## config.mk

```make
export PLATFORM = sky130hd
export DESIGN_NAME = rr_shift_ctrl
export DESIGN_NICKNAME = d
export VERILOG_FILES = /design/src/rtl/rr_shift_ctrl_pkg.sv /design/src/rtl/rr_down_counter.sv /design/src/rtl/rr_shift_ctrl.sv
export SDC_FILE = /design/constraint.sdc
export NUM_CORES = 1
export LEC_CHECK = 0
export CAP_MARGIN = 15
export CORE_ASPECT_RATIO = 0.9
export CORE_MARGIN = 2
export CORE_UTILIZATION = 43
export DETAILED_ROUTE_END_ITERATION = 16
export HOLD_SLACK_MARGIN = 0.06
export PLACE_DENSITY = 0.79
export SLEW_MARGIN = 20
export SYNTH_ARGS = -nofsm -noshare
export SYNTH_HDL_FRONTEND = slang
export SYNTH_HIERARCHICAL = 1
export SYNTH_SLANG_ARGS = --single-unit
```

## constraint.sdc

```tcl
create_clock -name clk -period 3.03 [get_ports clk]
set_input_delay 0.4545 -clock clk [delete_from_list [all_inputs] [get_ports clk]]
set_output_delay 0.4545 -clock clk [all_outputs]
set_load 0.005 [all_outputs]
```

## src/rtl/rr_shift_ctrl_pkg.sv

```systemverilog
// Shared types and constants for the 256-bit shift-register controller.
package rr_shift_ctrl_pkg;
  localparam int NWORDS = 16;
  localparam int WORD_W = 16;

  localparam logic [1:0] OP_LOAD  = 2'd0;
  localparam logic [1:0] OP_SHIFT = 2'd1;
  localparam logic [1:0] OP_SET   = 2'd2;

  typedef enum logic [2:0] {
    ST_IDLE, ST_LOAD, ST_SHIFT, ST_SET, ST_DONE
  } state_t;

  typedef struct packed {
    logic [1:0] op;
    logic       sin;
  } cmd_t;
endpackage

```

## src/rtl/rr_down_counter.sv

```systemverilog
// Loadable down counter with a zero flag; load wins over decrement.
module rr_down_counter #(
  parameter int W = 4
) (
  input  logic         clk,
  input  logic         rst_n,
  input  logic         load,
  input  logic [W-1:0] load_val,
  input  logic         dec,
  output logic [W-1:0] cnt,
  output logic         zero
);
  always_ff @(posedge clk or negedge rst_n) begin
    if (!rst_n)    cnt <= '0;
    else if (load) cnt <= load_val;
    else if (dec)  cnt <= cnt - W'(1);
  end

  assign zero = (cnt == '0);
endmodule

```

## src/rtl/rr_shift_ctrl.sv

```systemverilog
// Command sequencer driving load/shift/preset of a 256-bit word-loadable
// right-shift register.
module rr_shift_ctrl
  import rr_shift_ctrl_pkg::*;
#(
  parameter int NWORDS = rr_shift_ctrl_pkg::NWORDS,
  parameter int CNTW   = 9
) (
  input  logic              clk,
  input  logic              rst_n,
  input  logic              cmd_valid,
  output logic              cmd_ready,
  input  logic [1:0]        cmd_op,
  input  logic [CNTW-1:0]   cmd_cnt,
  input  logic              cmd_sin,
  input  logic              din_valid,
  output logic              din_ready,
  input  logic [WORD_W-1:0] din,
  input  logic              sin,
  output logic              reg_we,
  output logic              reg_sel_rs,
  output logic              reg_set,
  output logic [WORD_W-1:0] reg_regin,
  output logic              reg_bit256,
  output logic              busy,
  output logic              done
);
  localparam int WW    = $clog2(NWORDS);
  localparam int NBITS = NWORDS * WORD_W;

  state_t          state, next;
  cmd_t            cmd_q;
  logic            accept;
  logic [WW-1:0]   wcnt;
  logic [CNTW-1:0] scnt, sload;
  logic            wzero, szero, wdec, sdec;

  assign accept = cmd_valid && cmd_ready;
  // Counters hold (remaining - 1) so the zero flag marks the final cycle.
  assign sload  = (cmd_cnt == '0) ? CNTW'(NBITS - 1) : cmd_cnt - CNTW'(1);
  assign wdec   = (state == ST_LOAD) && din_valid && !wzero;
  assign sdec   = (state == ST_SHIFT) && !szero;

  rr_down_counter #(.W(WW)) u_wcnt (
    .clk(clk), .rst_n(rst_n), .load(accept), .load_val(WW'(NWORDS - 1)),
    .dec(wdec), .cnt(wcnt), .zero(wzero)
  );

  rr_down_counter #(.W(CNTW)) u_scnt (
    .clk(clk), .rst_n(rst_n), .load(accept), .load_val(sload),
    .dec(sdec), .cnt(scnt), .zero(szero)
  );

  always_ff @(posedge clk or negedge rst_n) begin
    if (!rst_n) begin
      state <= ST_IDLE;
      cmd_q <= '0;
    end else begin
      state <= next;
      if (accept) cmd_q <= '{op: cmd_op, sin: cmd_sin};
    end
  end

  always_comb begin
    next = state;
    case (state)
      ST_IDLE:
        if (accept) begin
          case (cmd_op)
            OP_LOAD:  next = ST_LOAD;
            OP_SHIFT: next = ST_SHIFT;
            OP_SET:   next = ST_SET;
            default:  next = ST_DONE;
          endcase
        end
      ST_LOAD:  if (din_valid && wzero) next = ST_DONE;
      ST_SHIFT: if (szero) next = ST_DONE;
      ST_SET:   next = ST_DONE;
      ST_DONE:  next = ST_IDLE;
      default:  next = ST_IDLE;
    endcase
  end

  always_comb begin
    cmd_ready  = (state == ST_IDLE);
    busy       = (state != ST_IDLE);
    din_ready  = 1'b0;
    reg_we     = 1'b0;
    reg_sel_rs = 1'b0;
    reg_set    = 1'b0;
    reg_regin  = '0;
    reg_bit256 = 1'b0;
    done       = 1'b0;
    case (state)
      ST_LOAD: begin
        din_ready = 1'b1;
        reg_we    = din_valid;
        reg_regin = din;
      end
      ST_SHIFT: begin
        reg_we     = 1'b1;
        reg_sel_rs = (cmd_q.op == OP_SHIFT);
        reg_bit256 = cmd_q.sin & sin;
      end
      ST_SET: begin
        reg_we  = 1'b1;
        reg_set = 1'b1;
      end
      ST_DONE: done = 1'b1;
      default: ;
    endcase
  end

  logic unused;
  assign unused = ^{wcnt, scnt};
endmodule

```

After elaboration in Yosys (flattened, before gate mapping)

Cells that the tools add are included.

Add/subtract/negate cells: 3
Equal/unequal tests: 10
Reductions and logical operators: 17
Mux-type cells: 17
Bitwise gates (word level): 1

Operators with widths:

| operator                                                               | count |
|---|---|
| 9-bit 2-to-1 mux                                                       | 3 |
| 9-bit logical NOT                                                      | 2 |
| 9-bit by 1-bit subtractor with 9-bit output (second input constant)    | 2 |
| 16-bit 2-to-1 mux                                                      | 1 |
| 3-bit one-hot mux with 4 select lines                                  | 1 |
| 3-bit 2-to-1 mux                                                       | 3 |
| 3-bit one-hot mux with 3 select lines                                  | 1 |
| 4-bit 2-to-1 mux                                                       | 2 |
| 3-bit by 2-bit equality test with 1-bit output (second input constant) | 2 |
| 1-bit logical AND                                                      | 5 |
| 1-bit 2-to-1 mux                                                       | 5 |
| 2-bit by 1-bit equality test with 1-bit output (second input constant) | 2 |
| 4-bit logical NOT                                                      | 1 |
| 2-bit by 1-bit != test with 1-bit output (second input constant)       | 2 |
| 2-bit nonzero test                                                     | 2 |
| 4-bit by 1-bit subtractor with 4-bit output (second input constant)    | 1 |
| 3-bit by 1-bit equality test with 1-bit output (second input constant) | 1 |
| 3-bit equality test (second input constant)                            | 1 |
| 3-bit logical NOT                                                      | 1 |
| 3-bit AND reduction                                                    | 1 |
| 3-bit nonzero test                                                     | 1 |
| 2-bit equality test (second input constant)                            | 1 |
| 1-bit logical NOT                                                      | 2 |
| 2-bit logical NOT                                                      | 1 |
| other kinds (4)                                                        | 4 |

Word-level logic and storage cells: 53
Bits of input ports: 33
Output and inout port bits: 24
Register bits: 19

Logic depth before layout (Yosys ltp)

Gate-level depths: netlist of run 1.

Depth after elaboration: 5
Depth in mapped cells: 7

Cells and area by module

Netlist of run 1, hierarchy kept.

By module, submodules not included:

| module                   | area an instance (sq um) | cells an instance | times used |
|---|---|---|---|
| rr_shift_ctrl            | 706.9                    | 92                | 1 |
| rr_down_counter (u_scnt) | 504.2                    | 56                | 1 |
| rr_down_counter (u_wcnt) | 230.2                    | 21                | 1 |

Worst setup path before layout of run 1

OpenSTA, ideal clock, no wires.

Path kind: flip-flop to flip-flop
Start: register state[2]
End: register u_scnt.cnt[7]
Period minus slack after synthesis: 2.159 ns
Library setup time: 0.082 ns
Arrival: 2.077 ns
Path slack: 0.871 ns
Stages on the path, launching flop included: 6
Buffers on the path: 0
Required time: 2.948 ns
Cell sequence: dfrtp_1 or3b_1 nor2_1 or3b_1 or4_1 a31oi_1

Word-level cells in the longest chain between the ends: 3

RTL lines:

| item                                           | line                  | RTL |
|---|---|---|
| start, declared                                | rr_shift_ctrl.sv:31   | `state_t state, next;` |
| start signal, assigned                         | rr_shift_ctrl.sv:59   | `state <= next;` |
| 3-bit by 2-bit equality test with 1-bit output | rr_shift_ctrl.sv:42   | `assign sdec = (state == ST_SHIFT) && !szero;` |
| 1-bit logical AND                              | rr_shift_ctrl.sv:42   |  |
| named net sdec                                 | rr_shift_ctrl.sv:36   | `logic wzero, szero, wdec, sdec;` |
| 2-bit nonzero test (no source line)            | -                     |  |
| end signal, assigned                           | rr_down_counter.sv:15 | `else if (load) cnt <= load_val;` |
| end signal, assigned                           | rr_down_counter.sv:16 | `else if (dec) cnt <= cnt - W'(1);` |
| end, declared                                  | rr_down_counter.sv:10 | `output logic [W-1:0] cnt,` |

The timed path passes the listed nets, and every way through them passes these cells.
A chain may end at the register's enable or synchronous reset.

Worst setup path after layout of run 1

Start: register state[1]
End: output reg_sel_rs

Word-level cells in the longest chain between the ends: 2

RTL lines:

| item                                           | line                | RTL |
|---|---|---|
| 3-bit by 2-bit equality test with 1-bit output | rr_shift_ctrl.sv:94 | `case (state)` |
| 1-bit 2-to-1 mux                               | rr_shift_ctrl.sv:94 |  |
| end, declared                                  | rr_shift_ctrl.sv:21 | `output logic reg_sel_rs,` |

No other way between the ends.

==> metrics.md, run 1 <==
| Metric | Value |
|---|---|
| Status | finished, final reports clean |
| Cell Pwr Density | 730 nW/µm² |
| Setup CP Type | reg2out |
| Least-Margin Pin Slew | 0.858 ns |
| Final HPWL DP | 3060 µm |
| Core ar. | 3140 µm² |
| PortBufs | 56 |
| Worst EP arrival | 1.99 ns |
| Initial core utilization | 45.9% |
| RSZ-0062 raised after global routing | no |
| Final Total Pwr | 1540 µW |
| Vias in the first global route | 1,374 |
| Largest cells by area after synthesis | dfrtp_1 33%, and3_1 6.9%, ha_1 5.2%, nand2_1 4.2%, nor2_1 3.6% |
| Warnings from Yosys | 6 |
| Final worst path period need | 2.44 ns |
| Final hold vios | 0 |
| Setup Fix Bufs, Post-CTS | 0 |
| Synth cell types | 44 |
| CTS Buf Count | 3 |
| Total gr overflow | 0 |
| Fin nets | 269 |
| Startpoint Class | flip-flop |
| GRT Overall Usage | 20.7% |
| CTS Sinks | 19 |
| Post-synth top area cell | dfrtp_1 |
| Crit-path max FO | 8 |
| Share of layout cells above drive strength 1 | 6.99% |
| Die Height | 58.9 µm |
| CTS tree | yes |
| Share of the synthesized area in the top cell type | 33.0% |
| Global-route wire length before repair | 6130 µm |
| CTS H-tree depth | 1 |
| # setup viols final | 0 |
| Clock buffer depth | 2 |
| # hold bufs at CTS | 0 |
| Final core occ | 67.2% |
| Setup_tns | 0 ns |
| Routed via count | 1,443 |
| Fmax | 0.409 GHz |
| Area Growth Syn to Fin | 46.3% |
| Top Ports | 57 |
| Most frequent cells in the layout | 56 x clkdlybuf4s50_1, 19 x dfrtp_1, 16 x and3_1, 16 x nand2_1, 14 x nor2_1 |
| CP Data Required Time | 2.58 ns |
| Sequential share of the synthesized area | 33.0% |
| Leak | 0.000907 µW |
| Mapped Avg Cell Area | 8.53 µm² |
| Post-cts resize count | 0 |
| FP Rows | 19 |
| DRC | 0 |
| 1st-pass router iterations | 4 |
| Routability cong. | 0.865 |
| Clk Latency, worst-skew pair | 0.26 ns |
| VDD IR max | 0.458 mV |
| Hold Crit Class | reg2reg |
| Vias per cell | 5.32 |
| Final WL | 3890 µm |
| Reg2Reg Depth | 5 |
| Max-slew violations | 0 |
| FF+latch count, synth | 19 |
| Most common library cell in the layout ignoring fill and taps | clkdlybuf4s50_1 |
| Die W | 65.0 µm |
| Max Cap Viol | 0 |
| Mapped Cells | 169 |
| Largest net degree at the start of global routing | 26 |
| WHS Path Cells | 1 |
| Placed Instances | 267 |
| DIE AREA | 3830 µm² |
| Critical path capture point type | output pin |
| Worst clock skew | 0.00407 ns |
| Fin crit share | 80.6% |
| Area of the mapped netlist | 1440 µm² |
| Slew HR | 42.6% |
| Avg WL per Cell | 14.4 µm |
| Ant diodes | 0 |
| Initial antenna violation count | 0 |
| Post-route insts no fill | 271 |
| Routed Antenna Nets | 0 |
| Clock slew at the register clock pins of the worst setup and hold paths | 0.06 ns |
| Initial DRC count | 66 |
| CTS Root Cell | clkbuf_8 |
==> synthesized netlist by cell type <==
library cell   n
a211oi_1       1
a21o_1         1
a21oi_1        4
a311oi_1       1
a31oi_1        3
and2_1         2
and3_1        16
and3b_1        2
and4bb_2       1
buf_2          2
clkbuf_1       4
conb_1         1
dfrtp_1       19
ha_1           6
inv_1         12
mux2_1         3
mux2_2         3
nand2_1       16
nand2b_1       2
nand3_1        2
nand3b_1       1
nor2_1        14
nor2b_1        1
nor3_1         3
nor3_2         1
nor3b_1        5
nor4b_1        1
nor4b_4        1
o211a_1        1
o211ai_1       2
o21a_1         1
o21ai_0        9
o21ai_1        1
o2bb2ai_1      1
o31ai_1        3
o41ai_1        1
or2_2          2
or3_1          2
or3_2          1
or3_4          1
or3b_1         2
or4_1          5
xnor2_1        5
xor2_1         4
==> cells by family (layout without fill, tap and decap cells) <==
logic type | after synthesis | in the layout | share of synthesized area [%]
buffers and inverters | 18 | 75 | 4.86
flip-flops | 19 | 19 | 33.0
other | 1 | 4 | 0.260
AND/OR/NAND/NOR | 81 | 81 | 33.7
adder cells (fa/ha/maj) | 6 | 6 | 5.21
multiplexers | 6 | 6 | 4.69
XOR/XNOR | 9 | 9 | 5.47
AO/OA/AOI/OAI | 29 | 29 | 12.8
==> registers in the layout (all words and copies together) (netlist names) <==
signal / count
u_wcnt/cnt: 4
cmd_q: 3
u_scnt/cnt: 9
state: 3
==> stage by stage <==
stage / area, µm² / hold WS [ns] / setup WS (ns)
finish: 2110 / 0.484 / 0.587
global route: 2110 / 0.530 / 0.450
CTS: 2110 / 0.488 / 0.581
detailed placement: 2060 / 0.470 / 0.645
global placement: 2060 / 0.471 / 0.731
floorplan: 1450 / 0.159 / 0.871
==> path summary, 6_finish.rpt <==
kind / startpoint / end / slack [ns]
min in group asynchronous: rst_n / u_wcnt/cnt[0]$_DFFE_PN0P_ / 0.68
worst max register to register: state[1]$_DFFE_PN0P_ / u_scnt/cnt[7]$_DFFE_PN0P_ / 0.60
max in group asynchronous: rst_n / state[0]$_DFFE_PN0P_ / 1.82
worst min register to register: cmd_q[1]$_DFFE_PN0P_ / cmd_q[1]$_DFFE_PN0P_ / 0.48
worst min-delay path: cmd_q[1]$_DFFE_PN0P_ / cmd_q[1]$_DFFE_PN0P_ / 0.48
worst max-delay path: state[1]$_DFFE_PN0P_ / reg_sel_rs / 0.59
==> routing by layer <==
layer	part of all wire, %	track usage, %	up-vias
met5	0	0	-
met4	0.80	5.36	0
met3	6.2	4.21	5
met2	52	37.1	44
met1	41	25.7	680
li1	-	-	714
==> cell type report <==
class / instances / area [µm²]
Clock buffer: 4 / 45.0
Fill cell: 266 / 1030
Inverter: 12 / 45.0
Multi-Input combinational cell: 135 / 907
Sequential cell: 19 / 475
Tap cell: 42 / 52.6
Timing Repair Buffer: 59 / 583
==> critical path: stages, from the launching register on <==
cell             delay, ns
dfrtp_1               0.47
or3b_1                0.44
nor3b_1               0.27
clkdlybuf4s50_1       0.54
==> power breakdown <==
part | switching, µW | internal, µW
registers | 118 | 382
logic | 407 | 456
clock network | 83.1 | 93.7
total | 608 | 931
Note: power is estimated with default switching activity, not from simulation.
==> inputs of run 2 (changes only) <==
- clock period: 3.03 -> 2.4 ns (I/O delays scaled with it)
==> metrics.md, run 2 (same netlist as run 1, synthesis figures left out) <==
| Metric | Value |
|---|---|
| Clk Latency, worst-skew pair | 0.26 ns (about the same) |
| VDD IR max | 0.639 mV (+40%) |
| Top flop regs | u_scnt/cnt x9, u_wcnt/cnt x4 |
| WHS Endpoint | cmd_q[1]$_DFFE_PN0P_ |
| Avg WL per Cell | 13.9 µm (-3.3%) |
| Routed via count | 1,448 (+0.35%) |
| 1st-pass router iterations | 4 (unchanged) |
| Startpoint Class | flip-flop |
| Worst EP arrival | 1.91 ns (-0.08 ns) |
| CTS tree | yes |
| Initial DRC count | 83 (+26%) |
| Routability cong. | 0.829 (-4.1%) |
| Least-Margin Pin Slew | 0.845 ns (-0.0133 ns) |
| Final HPWL DP | 3070 µm (+0.42%) |
| Most frequent cells in the layout | 56 x clkdlybuf4s50_1, 19 x dfrtp_1, 16 x and3_1, 16 x nand2_1 |
| Worst hold start | cmd_q[1]$_DFFE_PN0P_ |
| Setup crit start | state[2]$_DFFE_PN0P_ |
| Clock buffer depth | 2 (unchanged) |
| Max-slew violations | 0 (unchanged) |
| CTS Root Cell | clkbuf_8 |
| Die Height | 58.9 µm (unchanged) |
| CTS Buf Count | 3 (unchanged) |
| Cell Pwr Density | 930 nW/µm² (+27%) |
| Total gr overflow | 0 (unchanged) |
| GRT Overall Usage | 20.2% (-0.53 points) |
| Routed met3 length | 118 µm (-51%) |
| Final worst path period need | 2.27 ns |
| R2r endpoint | u_scnt/cnt[4]$_DFFE_PN0P_ |
| Biggest register | u_scnt/cnt |
| Ant diodes | 0 (unchanged) |
| Max Cap Viol | 0 (unchanged) |
| Global-route wire length before repair | 6030 µm (-1.7%) |
| Fin area | 2160 µm² (+2.3%) |
| Initial core utilization | 45.9% (unchanged) |
| Setup_tns | 0 ns (unchanged) |
| Slew HR | 43.5% (+0.89 points) |
| Status | finished, final reports clean |
| CTS H-tree depth | 1 (unchanged) |
| R2r setup slk | 0.19 ns (-0.41 ns) |
| Setup CP Type | reg2out |
| Hold Crit Class | reg2reg |
| Setup Fix Bufs, Post-CTS | 0 (unchanged) |
| Top Ports | 57 (unchanged) |
| Max reg flops | 9 (unchanged) |
| Place WS | 0.117 ns (-0.528 ns) |
| # setup viols final | 0 (unchanged) |
| FP Rows | 19 (unchanged) |
| DIE AREA | 3830 µm² (unchanged) |
| Die W | 65.0 µm (unchanged) |
| Final WL | 3820 µm (-1.8%) |
| Fin crit share | 94.4% |
| Crit-path max FO | 3 (-5) |
| Uppermost routed layer | met4 |
| Final hold vios | 0 (unchanged) |
| # hold bufs at CTS | 0 (unchanged) |
| RSZ-0062 raised after global routing | no |
| Fin nets | 273 (+1.5%) |
| Area Growth Syn to Fin | 49.6% |
| CTS Sinks | 19 (unchanged) |
| Clock slew at the register clock pins of the worst setup and hold paths | 0.07 ns (about the same) |
| WHS Path Cells | 1 (unchanged) |
| PortBufs | 56 (unchanged) |
| Routed Antenna Nets | 0 (unchanged) |
| Fmax | 0.441 GHz |
| Reg2Reg Depth | 6 (+1) |
| Met1 wire length | 1710 µm (+6.5%) |
| CP Data Required Time | 2.04 ns (-0.54 ns) |
| Final Worst Setup Slack | 0.134 ns (-0.453 ns) |
| Most common library cell in the layout ignoring fill and taps | clkdlybuf4s50_1 |
| Leak | 0.000933 µW (+2.8%) |
| Placed inst area | 2090 µm² (+1.5%) |
| Vias in the first global route | 1,323 (-3.7%) |
| Routed wl met2 | 1980 µm (-1.7%) |
| Reg-to-reg startpoint | u_scnt/cnt[2]$_DFFE_PN0P_ |
| Largest net degree at the start of global routing | 26 (unchanged) |
| Share of layout cells above drive strength 1 | 10.3% (+3.3 points) |
| Critical path capture point type | output pin |
| Worst clock skew | 0.00824 ns (+0.00417 ns) |
| Initial antenna violation count | 0 (unchanged) |
| Vias per cell | 5.27 (-1.1%) |
| Core ar. | 3140 µm² (unchanged) |
| DRC | 0 (unchanged) |
==> run 2: changes by cell type in the layout (fill, tap and decap cells not counted), sizes merged <==
cell / delta
clkbuf: -1
clkinv: +1
buf: +4
==> run 2: layer usage <==
layer / GRT usage (%) / vias up
met5: 0 / -
met4: 3.87 / 0
met3: 4.59 / 2
met2: 35.3 / 23
met1: 25.9 / 693
li1: - / 730
==> run 2: worst max-delay path by stage <==
stage	endpoint	slack, ns	cells after the start
after floorplan	u_scnt/cnt[7]$_DFFE_PN0P_	0.24	5
after global placement	u_scnt/cnt[7]$_DFFE_PN0P_	0.22	6
after detailed placement	u_scnt/cnt[4]$_DFFE_PN0P_	0.12	6
after CTS	u_scnt/cnt[4]$_DFFE_PN0P_	0.10	6
after global routing	u_scnt/cnt[4]$_DFFE_PN0P_	0.005	6
final	reg_sel_rs	0.13	3
==> run 2: per-stage QoR <==
stage	util, %	hold WS [ns]	total power, µW	cells
4_1_cts	68.3	0.484	2000	275
3_3_place_gp	66.7	0.463	1700	271
3_5_place_dp	66.7	0.469	1770	271
2_1_floorplan	-	0.0644	1230	172
6_report	68.7	0.480	2000	275
5_1_grt	68.7	0.504	2180	275
==> run 2: layout make-up <==
class	instances	area (µm²)
timing repair buffer	63	613
clock buffer	3	41.3
inverter	12	45.0
fill	253	982
clock inverter	1	5.00
sequential	19	475
multi-input combinational	135	923
tap	42	52.6
==> run 2: what timing repair did <==
item                                   CTS  global route
resized for setup                        1             3
endpoints found under the hold margin    0             0
setup endpoints to repair                3            11
==> run 2: worst max-delay path: stages, from the launching register on <==
cell and delay [ns]:
dfrtp_1 0.38, or3b_1 0.46, nor3b_1 0.26, clkdlybuf4s50_1 0.54
==> run 2: where the power goes <==
part | switching (µW) | internal [µW] | leakage [µW] | total [µW]
clock | 103 | 115 | 0.0000255 | 218
sequential | 135 | 482 | 0.000229 | 617
combinational | 549 | 620 | 0.000678 | 1170
total | 787 | 1220 | 0.000933 | 2000
==> inputs of run 3 (changes only) <==
- CORE_UTILIZATION: 43 -> 30
- DONT_BUFFER_PORTS: default -> 1
- PLACE_DENSITY: 0.79 -> default
==> metrics.md, run 3 (same netlist as run 1, synthesis figures left out) <==
| Metric | Value |
|---|---|
| Clk Latency, worst-skew pair | 0.25 ns (about the same) |
| Initial antenna violation count | 0 (unchanged) |
| PortBufs | 0 (-100%) |
| RSZ-0062 raised after global routing | no |
| Clock share of power | 12.9% (+2.0 points) |
| Routed Antenna Nets | 0 (unchanged) |
| Most frequent cells in the layout | 19 x dfrtp_1, 16 x and3_1, 16 x nand2_1, 14 x nor2_1, 12 x inv_1 |
| Die W | 77.1 µm (+19%) |
| Final Worst Setup Slack | 0.250 ns (+0.115 ns) |
| Max Cap Viol | 0 (unchanged) |
| Fin crit share | 89.6% (-4.8 points) |
| Global-route wire length before repair | 5180 µm (-14%) |
| Share of layout cells above drive strength 1 | 11.8% (+1.5 points) |
| Clock buffer depth | 2 (unchanged) |
| Crit-path max FO | 6 (+3) |
| GRT Overall Usage | 11.3% (-8.9 points) |
| Least-Margin Pin Slew | 0.875 ns (+0.0303 ns) |
| FP Rows | 23 (+4) |
| CTS Buf Count | 3 (unchanged) |
| Final Total Pwr | 1680 µW (-16%) |
| Setup_tns | 0 ns (unchanged) |
| Final WL | 3080 µm (-19%) |
| Slowest stage cell, crit path | or3b_1 |
| # fillers | 504 (+99%) |
| Routability cong. | 0.799 (-3.7%) |
| Area Growth Syn to Fin | 12.3% |
| Setup CP Type | reg2reg |
| Crit-path cells | or3b_1 > nor2_1 > or3b_1 > or4_1 > a31oi_1 |
| CTS tree | yes |
| Top flop regs | u_scnt/cnt x9, u_wcnt/cnt x4 |
| Status | finished, final reports clean |
| DIE AREA | 5380 µm² (+40%) |
| Worst EP arrival | 2.33 ns (+0.42 ns) |
| Avg WL per Cell | 12.8 µm (-7.7%) |
| Final HPWL DP | 2390 µm (-22%) |
| Top Ports | 57 (unchanged) |
| Routed via count | 1,182 (-18%) |
| Slew HR | 41.5% (-2.0 points) |
| Final hold vios | 0 (unchanged) |
| Sw power | 699 µW (-11%) |
| CTS Sinks | 19 (unchanged) |
| Hold Crit Class | in2reg |
| Ant diodes | 0 (unchanged) |
| Sequential fraction of design power | 36.2% (+5.4 points) |
| Core ar. | 4550 µm² (+45%) |
| Startpoint Class | flip-flop |
| Initial DRC count | 74 (-11%) |
| Place WS | 0.175 ns (+0.0575 ns) |
| Worst clock skew | 0.00116 ns (-0.00709 ns) |
| # setup viols final | 0 (unchanged) |
| Cell mode on critical path | or3b_1 |
| Fmax | 0.465 GHz (+5.4%) |
| Setup Fix Bufs, Post-CTS | 0 (unchanged) |
| Max-slew violations | 0 (unchanged) |
| Min Hold Slack | 0.243 ns (-0.237 ns) |
| Slowest stage delay, CP | 0.46 ns (-0.08 ns) |
| Most common library cell in the layout ignoring fill and taps | dfrtp_1 |
| Cell Pwr Density | 1040 nW/µm² (+12%) |
| Initial core utilization | 31.7% (-14 points) |
| CP Data Required Time | 2.57 ns (+0.53 ns) |
| Largest net degree at the start of global routing | 26 (unchanged) |
| 1st-pass router iterations | 4 (unchanged) |
| DRC | 0 (unchanged) |
| Die Height | 69.8 µm (+18%) |
| Vias in the first global route | 1,172 (-11%) |
| VDD IR max | 0.532 mV (-17%) |
| CTS Root Cell | clkbuf_8 |
| Clock slew at the register clock pins of the worst setup and hold paths | 0.07 ns (about the same) |
| Final worst path period need | 2.15 ns (-0.115 ns) |
| Biggest register | u_scnt/cnt |
| CTS H-tree depth | 1 (unchanged) |
| Combinational Power Share | 50.9% (-7.4 points) |
| Total gr overflow | 0 (unchanged) |
| Leak | 0.000723 µW (-23%) |
| Internal Pwr Total | 982 µW (-19%) |
| Fin nets | 218 (-20%) |
| Vias per cell | 4.93 (-6.5%) |
| Critical path capture point type | flip-flop |
| Sw Ratio | 41.6% (+2.3 points) |
| Max reg flops | 9 (unchanged) |
run 3: cell types whose count changed in the layout (fill, tap and decap cells not counted):
cell / before / now
clkdlybuf4s50_1: 56 / 0
nor2_2: 1 / 0
clkbuf_1: 0 / 1
nor2_1: 12 / 14
clkinv_2: 1 / 0
nor2_4: 1 / 0
dlygate4sd3_1: 0 / 1
run 3: routing by layer:
| layer | vias to the layer above | part of all wire [%] | GRT usage, % |
|---|---|---|---|
| li1 | 618 | - | - |
| met1 | 554 | 47 | 14.3 |
| met2 | 10 | 51 | 20.5 |
| met3 | 0 | 2.6 | 3.13 |
| met4 | 0 | 0 | 0 |
| met5 | - | 0 | 0 |
run 3: area by class of cell:
cell class | instances | area [µm²] | share of cell area (%)
sequential | 19 | 475 | 29.4
clock buffer | 4 | 45.0 | 2.78
multi-input combinational | 135 | 913 | 56.4
inverter | 12 | 45.0 | 2.78
timing repair buffer | 8 | 62.6 | 3.86
tap | 62 | 77.6 | 4.79
run 3: what timing repair did:
action                     in CTS  in global routing
hold buffers                    1                  0
hold endpoints to repair       19                  0
setup endpoints to repair       0                  2
gates resized for setup         0                  1
run 3: path summary, 6_finish.rpt:
check                                             to            startpoint  slack, ns  cells after the start
max                        u_scnt/cnt[7]$_DFFE_PN0P_  state[2]$_DFFE_PN0P_       0.25                      5
min                             cmd_q[0]$_DFFE_PN0P_               cmd_sin       0.24                      1
max reg2reg                u_scnt/cnt[7]$_DFFE_PN0P_  state[2]$_DFFE_PN0P_       0.25                      5
min reg2reg                     cmd_q[1]$_DFFE_PN0P_  cmd_q[1]$_DFFE_PN0P_       0.48                      1
max in group asynchronous  u_wcnt/cnt[3]$_DFFE_PN0P_                 rst_n       1.19                      1
min in group asynchronous       state[2]$_DFFE_PN0P_                 rst_n       0.67                      1
run 3: per-stage QoR:
stage / util, % / std cells / instance area [µm²]
floorplan: - / 172 / 1450
global placement: 34.3 / 235 / 1560
detailed placement: 34.3 / 235 / 1560
CTS: 35.5 / 240 / 1610
global route: 35.6 / 240 / 1620
finish: 35.6 / 240 / 1620
run 3: critical path, delay by kind of cell, from the launching register on:
kind	cells	cell delay [ns]
AO/OA/AOI/OAI	1	0.17
flip-flops	1	0.38
AND/OR/NAND/NOR	4	1.53
run 3: power groups by stage:
| stage | registers (µW) | clock network, µW | logic [µW] |
|---|---|---|---|
| after global placement | 610 | 0 | 839 |
| after global routing | 632 | 240 | 978 |
| after CTS | 605 | 230 | 857 |
| after detailed placement | 608 | 0 | 849 |
| final | 609 | 216 | 856 |
| after floorplan | 606 | 0 | 619 |
